File: config.mk
export PLATFORM = sky130hd
export DESIGN_NAME = vc_skid_buffer
export DESIGN_NICKNAME = d
export VERILOG_FILES = /design/src/rtl/vc_skid_buffer_pkg.sv /design/src/rtl/vc_EnReg.sv /design/src/rtl/vc_skid_buffer_ctrl.sv /design/src/rtl/vc_skid_buffer.sv
export SDC_FILE = /design/constraint.sdc
export NUM_CORES = 1
export LEC_CHECK = 0
export CORE_MARGIN = 4
export CORE_UTILIZATION = 35
export DETAILED_ROUTE_END_ITERATION = 10
export SYNTH_ARGS = -nofsm -noshare
export SYNTH_HDL_FRONTEND = slang
export SYNTH_HIERARCHICAL = 1
export SYNTH_SLANG_ARGS = --single-unit
File: constraint.sdc
create_clock -name clk -period 7.7 [get_ports clk]
set_input_delay 1.925 -clock clk [delete_from_list [all_inputs] [get_ports clk]]
set_output_delay 1.925 -clock clk [all_outputs]
set_load 0.005 [all_outputs]
File: src/rtl/vc_skid_buffer_pkg.sv
// Shared types and constants for the two-entry val/rdy skid buffer.
//   skid_state_t : occupancy state; the encoding doubles as the count output.
//   CountW       : width of the occupancy count.
//   SelEnq/SelSkid : main-register input select values.
package vc_skid_buffer_pkg;

  localparam int unsigned CountW = 2;

  typedef enum logic [CountW-1:0] {
    StEmpty = 2'd0,
    StOne   = 2'd1,
    StFull  = 2'd2
  } skid_state_t;

  localparam logic SelEnq  = 1'b0;
  localparam logic SelSkid = 1'b1;

endpackage

File: src/rtl/vc_EnReg.sv
// Enable register without reset.
// Ports:
//   clk  : clock
//   en_i : load enable
//   d_i  : next value
//   q_o  : registered value
module vc_EnReg #(
  parameter int unsigned p_nbits = 32
) (
  input  logic               clk,
  input  logic               en_i,
  input  logic [p_nbits-1:0] d_i,
  output logic [p_nbits-1:0] q_o
);

  logic [p_nbits-1:0] q_q;

  always_ff @(posedge clk) begin
    if (en_i) begin
      q_q <= d_i;
    end
  end

  assign q_o = q_q;

endmodule

File: src/rtl/vc_skid_buffer_ctrl.sv
// Control FSM for the skid buffer: occupancy state, handshake outputs and
// datapath enables.
// Optional: VC_SKID_BUFFER_SQUASH_EN adds squash_i, which flushes all entries.
// Ports:
//   clk, reset         : clock, synchronous active-high reset
//   enq_val_i          : producer valid
//   deq_rdy_i          : consumer ready
//   squash_i           : flush (only with VC_SKID_BUFFER_SQUASH_EN)
//   enq_rdy_o          : buffer can accept
//   deq_val_o          : head entry valid
//   count_o            : occupancy 0..2
//   main_en_o          : load main register
//   main_sel_o         : main input select (SelEnq / SelSkid)
//   skid_en_o          : load skid register
module vc_skid_buffer_ctrl
  import vc_skid_buffer_pkg::*;
(
  input  logic              clk,
  input  logic              reset,
  input  logic              enq_val_i,
  input  logic              deq_rdy_i,
`ifdef VC_SKID_BUFFER_SQUASH_EN
  input  logic              squash_i,
`endif
  output logic              enq_rdy_o,
  output logic              deq_val_o,
  output logic [CountW-1:0] count_o,
  output logic              main_en_o,
  output logic              main_sel_o,
  output logic              skid_en_o
);

  skid_state_t state_q, state_d;
  logic        enq_go, deq_go;

  always_ff @(posedge clk) begin
    if (reset) begin
      state_q <= StEmpty;
    end else begin
      state_q <= state_d;
    end
  end

  // enq_rdy depends on reset directly so nothing is accepted while in reset.
  assign enq_rdy_o = (state_q != StFull) && !reset;
  assign deq_val_o = (state_q != StEmpty);
  assign count_o   = state_q;

  assign enq_go = enq_val_i && enq_rdy_o;
  assign deq_go = deq_val_o && deq_rdy_i;

  always_comb begin
    state_d    = state_q;
    main_en_o  = 1'b0;
    main_sel_o = SelEnq;
    skid_en_o  = 1'b0;
    unique case (state_q)
      StEmpty: begin
        if (enq_go) begin
          main_en_o = 1'b1;
          state_d   = StOne;
        end
      end
      StOne: begin
        if (enq_go && deq_go) begin
          main_en_o = 1'b1;
        end else if (enq_go) begin
          skid_en_o = 1'b1;
          state_d   = StFull;
        end else if (deq_go) begin
          state_d   = StEmpty;
        end
      end
      StFull: begin
        // enq_go cannot fire here since enq_rdy is low.
        if (deq_go) begin
          main_en_o  = 1'b1;
          main_sel_o = SelSkid;
          state_d    = StOne;
        end
      end
      default: state_d = StEmpty;
    endcase
`ifdef VC_SKID_BUFFER_SQUASH_EN
    // A concurrent dequeue still completes; only storage writes are blocked.
    if (squash_i) begin
      state_d   = StEmpty;
      main_en_o = 1'b0;
      skid_en_o = 1'b0;
    end
`endif
  end

endmodule

File: src/rtl/vc_skid_buffer.sv
// Two-entry val/rdy skid buffer. Registers deq_val/deq_msg and enq_rdy so the
// deq_rdy -> enq_rdy path is broken while sustaining one message per cycle.
// Optional: VC_SKID_BUFFER_SQUASH_EN adds squash_i to flush all entries.
// Ports:
//   clk, reset : clock, synchronous active-high reset
//   enq_val_i / enq_rdy_o / enq_msg_i : producer side
//   deq_val_o / deq_rdy_i / deq_msg_o : consumer side (deq_msg_o is the head)
//   count_o    : occupancy 0..2
//   squash_i   : flush (only with VC_SKID_BUFFER_SQUASH_EN)
module vc_skid_buffer
  import vc_skid_buffer_pkg::*;
#(
  parameter int unsigned p_nbits = 32
) (
  input  logic               clk,
  input  logic               reset,
  input  logic               enq_val_i,
  output logic               enq_rdy_o,
  input  logic [p_nbits-1:0] enq_msg_i,
  output logic               deq_val_o,
  input  logic               deq_rdy_i,
  output logic [p_nbits-1:0] deq_msg_o,
`ifdef VC_SKID_BUFFER_SQUASH_EN
  input  logic               squash_i,
`endif
  output logic [CountW-1:0]  count_o
);

  logic               main_en, main_sel, skid_en;
  logic [p_nbits-1:0] main_d, skid_q;

  vc_skid_buffer_ctrl u_ctrl (
    .clk        (clk),
    .reset      (reset),
    .enq_val_i  (enq_val_i),
    .deq_rdy_i  (deq_rdy_i),
`ifdef VC_SKID_BUFFER_SQUASH_EN
    .squash_i   (squash_i),
`endif
    .enq_rdy_o  (enq_rdy_o),
    .deq_val_o  (deq_val_o),
    .count_o    (count_o),
    .main_en_o  (main_en),
    .main_sel_o (main_sel),
    .skid_en_o  (skid_en)
  );

  assign main_d = (main_sel == SelSkid) ? skid_q : enq_msg_i;

  vc_EnReg #(.p_nbits(p_nbits)) u_main_reg (
    .clk  (clk),
    .en_i (main_en),
    .d_i  (main_d),
    .q_o  (deq_msg_o)
  );

  vc_EnReg #(.p_nbits(p_nbits)) u_skid_reg (
    .clk  (clk),
    .en_i (skid_en),
    .d_i  (enq_msg_i),
    .q_o  (skid_q)
  );

endmodule

==> results.txt <==
----------------------------------------------------
[Global route]
  All-layer global routing usage ... between 10% and 20%
  Maximum number of pins on one net before global-route repair ... 33
  Number of antenna violations at the first check in global routing ... 0
  Leftover overflow at the end of global routing ... 0
  Via count of the first global-routing pass ... ~1500
  Wire length of the first global-routing pass ... 7380 um

[Yosys]
  Flip-flop and latch count after synthesis ... 66
  Synthesized-area fraction occupied by xor and xnor cells ... 0%
  Synth Cell Area ... around 2600 um2
  Gate Count Post-Synth ... about 120
  Mean area per synthesized cell ... between 20 and 25 um2
  Multiplexer share of the synthesized area ... between 10% and 20%
  Compound-cell area share of the yosys netlist ... 1.68%
  Dominant combinational cell family by area after synthesis ... multiplexers
  Yosys warning total ... 6
  Syn_nets ... about 160
  Adder and majority gate portion of the synthesized area ... 0%
  Seq/Total Area, Yosys ... around three quarters
  Post-synthesis simple-gate area fraction ... around 1.9%
  Distinct cell type count after synthesis ... 18

[Pwr]
  Part of the total power dissipated in combinational logic ... around a tenth
  Internal portion of total power ... 574 uW
  Worst IR Drop VDD ... roughly 0.073 mV
  Leak ... roughly 0.0012 uW
  Sw power ... around 150 uW
  Proportion of total power due to net switching ... a little over a fifth
  Share of total power in the clock network ... 32.6%
  Relative contribution of sequential cells to total power ... 57.3%
  Power density normalized to cell area ... roughly 200 nW/um2

[Clock tree]
  Clock tree from TritonCTS ... built
  CTS clock-pin slew for the worst setup and hold paths ... 60 ps
  Post-CTS resize count ... 0
  Total setup buffers inserted after CTS ... 0
  Number of levels the H-tree was split into ... 3
  Number of CTS-inserted buffers ... 9
  Hold_buf cts ... 0
  Buffers from clock root to sink, at most ... 2
  Clock insertion delay at the later pin of the skew report ... 330 ps
  Clock net sink count ... 66
  Cell at the root of the clock tree ... sky130_fd_sc_hd__clkbuf_8

[Worst setup path]
  Worst setup path category ... input pin to output pin
  Register-to-register setup slack ... between 5000 and 6000 ps
  Worst EP arrival ... slightly above 3000 ps
  Worst-case reg-to-reg path depth ... 2
  Largest stage delay, worst path ... around 500 ps
  Chain of cells forming the critical path ... clkdlybuf4s50_1, nor2_1, clkdlybuf4s50_1
  Maximum fanout count along the critical path ... 4
  Crit path buffers/inverters ... 2
  Crit start category ... input pin
  Worst path required time ... 5780 ps
  Most prevalent standard cell on the critical path ... sky130_fd_sc_hd__clkdlybuf4s50_1
  Startpoint of the worst register-to-register path ... u_ctrl/count_o[1]
  Crit path capture type ... output pin
  Critical-path cell with the highest stage delay ... sky130_fd_sc_hd__clkdlybuf4s50_1
  Destination of the worst register-to-register timing path ... u_main_reg/q_o[1]
  Cell family contributing the most delay on the critical path ... buffers and inverters

[Routing]
  First-iteration detailed-routing DRC count ... 48
  # DRC ... 0
  Drt pass-1 iters ... 4
  Via density ... 4.37
  Routed wire per std cell ... 15.5 um
  Count of antenna-violating nets left after detailed routing ... 0
  Total via count after detailed routing ... ~1300
  Final wirelength ... around 4700 um

[Timing]
  Number of setup violations in the final report ... 0
  Period utilisation layout ... between 60% and 70%
  Final worst-path setup slack ... ~2800 ps
  Setup repair after global routing missed its margin ... false
  Slew at the pin with the worst max-slew slack ... between 1000 and 1500 ps
  Worst Hold Slack ... about 550 ps
  Min Tclk post-route ... between 4000 and 5000 ps
  Total count of max-transition violations in the final report ... 0
  Final count of hold timing violations ... 0
  Timing-limited maximum frequency ... about 200 MHz
  Final Skew ... a little under 10 ps
  Sum of negative setup slack ... 0 ps
  Max-Slew Margin vs Limit ... a little under a third

[Layout]
  Final net count ... 236
  Commonest cells after routing, fill and taps aside ... sky130_fd_sc_hd__clkdlybuf4s50_1 (71), sky130_fd_sc_hd__edfxtp_1 (64), sky130_fd_sc_hd__mux2_4 (30)
  Area growth syn-to-layout ... 36.7%
  Register cell area after layout ... roughly 2000 um2
  Commonest non-fill, non-tap cell in the layout ... sky130_fd_sc_hd__clkdlybuf4s50_1
  Antenna cell count ... 0
  Number of filler cells placed in the layout ... 619
  Area of the multi-input gates ... 592 um2
  Proportion of layout cells with a drive suffix above 1 ... between 20% and 30%

[Job]
  Maximum Capacitance Violations ... 0

[Placement]
  Worst setup timing slack at the placement stage ... 2750 ps
  Number of buffers inserted by port buffering ... 71
  Post-DP HPWL ... roughly 3300 um
  Placer congestion estimate ... between 0.6 and 0.7

[Min path]
  Number of stages on the worst hold path ... 1
  Hold Path Class ... flip-flop to flip-flop
  Hold wc startpoint ... u_skid_reg/q_o[5]
  Hold-critical path endpoint ... u_main_reg/q_o[5]

[Floorplanning]
  Effective utilization at floorplan ... 36.0%
  Horizontal extent of the die ... about 94 um
  Core Rows ... 31
  Core footprint ... 7250 um2
  I/O pin total ... between 70 and 80
  Die Span Y ... ~94 um
  Die Outline Area ... about 8900 um2

[Outcome]
  Status ... completed

----------------------------------------------------
## through the flow
stage	std cells	instance area [um2]	util, %	power, uW
finish	304	3570	49.2	726
global route	304	3570	49.2	756
CTS	304	3570	49.2	738
detailed placement	288	3410	47.0	499
global placement	288	3410	47.0	496
floorplan	121	2610	-	449
## logic make-up (layout without fill, tap and decap cells)
| kind of cell | count (synthesis) | count (layout) |
|---|---|---|
| AO/OA/AOI/OAI | 6 | 6 |
| buffers and inverters | 7 | 91 |
| flip-flops | 66 | 66 |
| multiplexers | 32 | 32 |
| AND/OR/NAND/NOR | 10 | 10 |
## layout make-up
| class | instances | share of cell area, % |
|---|---|---|
| clock inverters | 6 | 0.947 |
| clock buffers | 10 | 3.58 |
| multi-input cells | 48 | 16.6 |
| repair buffers | 72 | 20.1 |
| inverters | 3 | 0.316 |
| well taps | 99 | 3.47 |
| flip-flops and latches | 66 | 55.0 |
## how the worst max path moves through the flow
stage / start / end / slack, ps / cells past startpoint
2_1_floorplan: reset / u_main_reg/q_o[0] / 2630 / 2
3_3_place_gp: reset / enq_rdy_o / 2780 / 3
3_5_place_dp: reset / enq_rdy_o / 2750 / 3
4_1_cts: reset / enq_rdy_o / 2750 / 3
5_1_grt: reset / enq_rdy_o / 2730 / 3
6_report: reset / enq_rdy_o / 2760 / 3
## registers in the layout (all words and copies together) (netlist names)
name and cells:
u_ctrl/count_o 2, u_skid_reg/q_o 32, u_main_reg/q_o 32
## power groups by stage
| stage | Sequential, uW | Clock, uW | Combinational (uW) |
|---|---|---|---|
| finish | 416 | 236 | 73.3 |
| global route | 417 | 260 | 79.1 |
| CTS | 416 | 247 | 75.0 |
| detailed placement | 424 | 0 | 74.7 |
| global placement | 423 | 0 | 72.3 |
| floorplan | 426 | 0 | 23.1 |
## cell usage after synthesis (all sizes together)
library cell,n,area share [%]
edfxtp,64,74
mux2,32,18
nor2,5,0.72
buf,4,2.7
inv,3,0.43
dfxtp,2,1.5
nand2,2,0.29
a21o,1,0.29
a21oi,1,0.19
and3,1,0.29
nand2b,1,0.24
o211ai,1,0.29
o21a,1,0.29
o21ai,1,0.19
o32a,1,0.43
or3b,1,0.34
## per-layer routing
| metal | global-route usage, % | vias up | share of wire [%] |
|---|---|---|---|
| li1 | - | 625 | - |
| met1 | 12.1 | 650 | 38 |
| met2 | 19.6 | 44 | 54 |
| met3 | 3.67 | 8 | 5.9 |
| met4 | 6.50 | 0 | 1.7 |
| met5 | 0 | - | 0 |
Note: power is estimated with default switching activity, not from simulation.
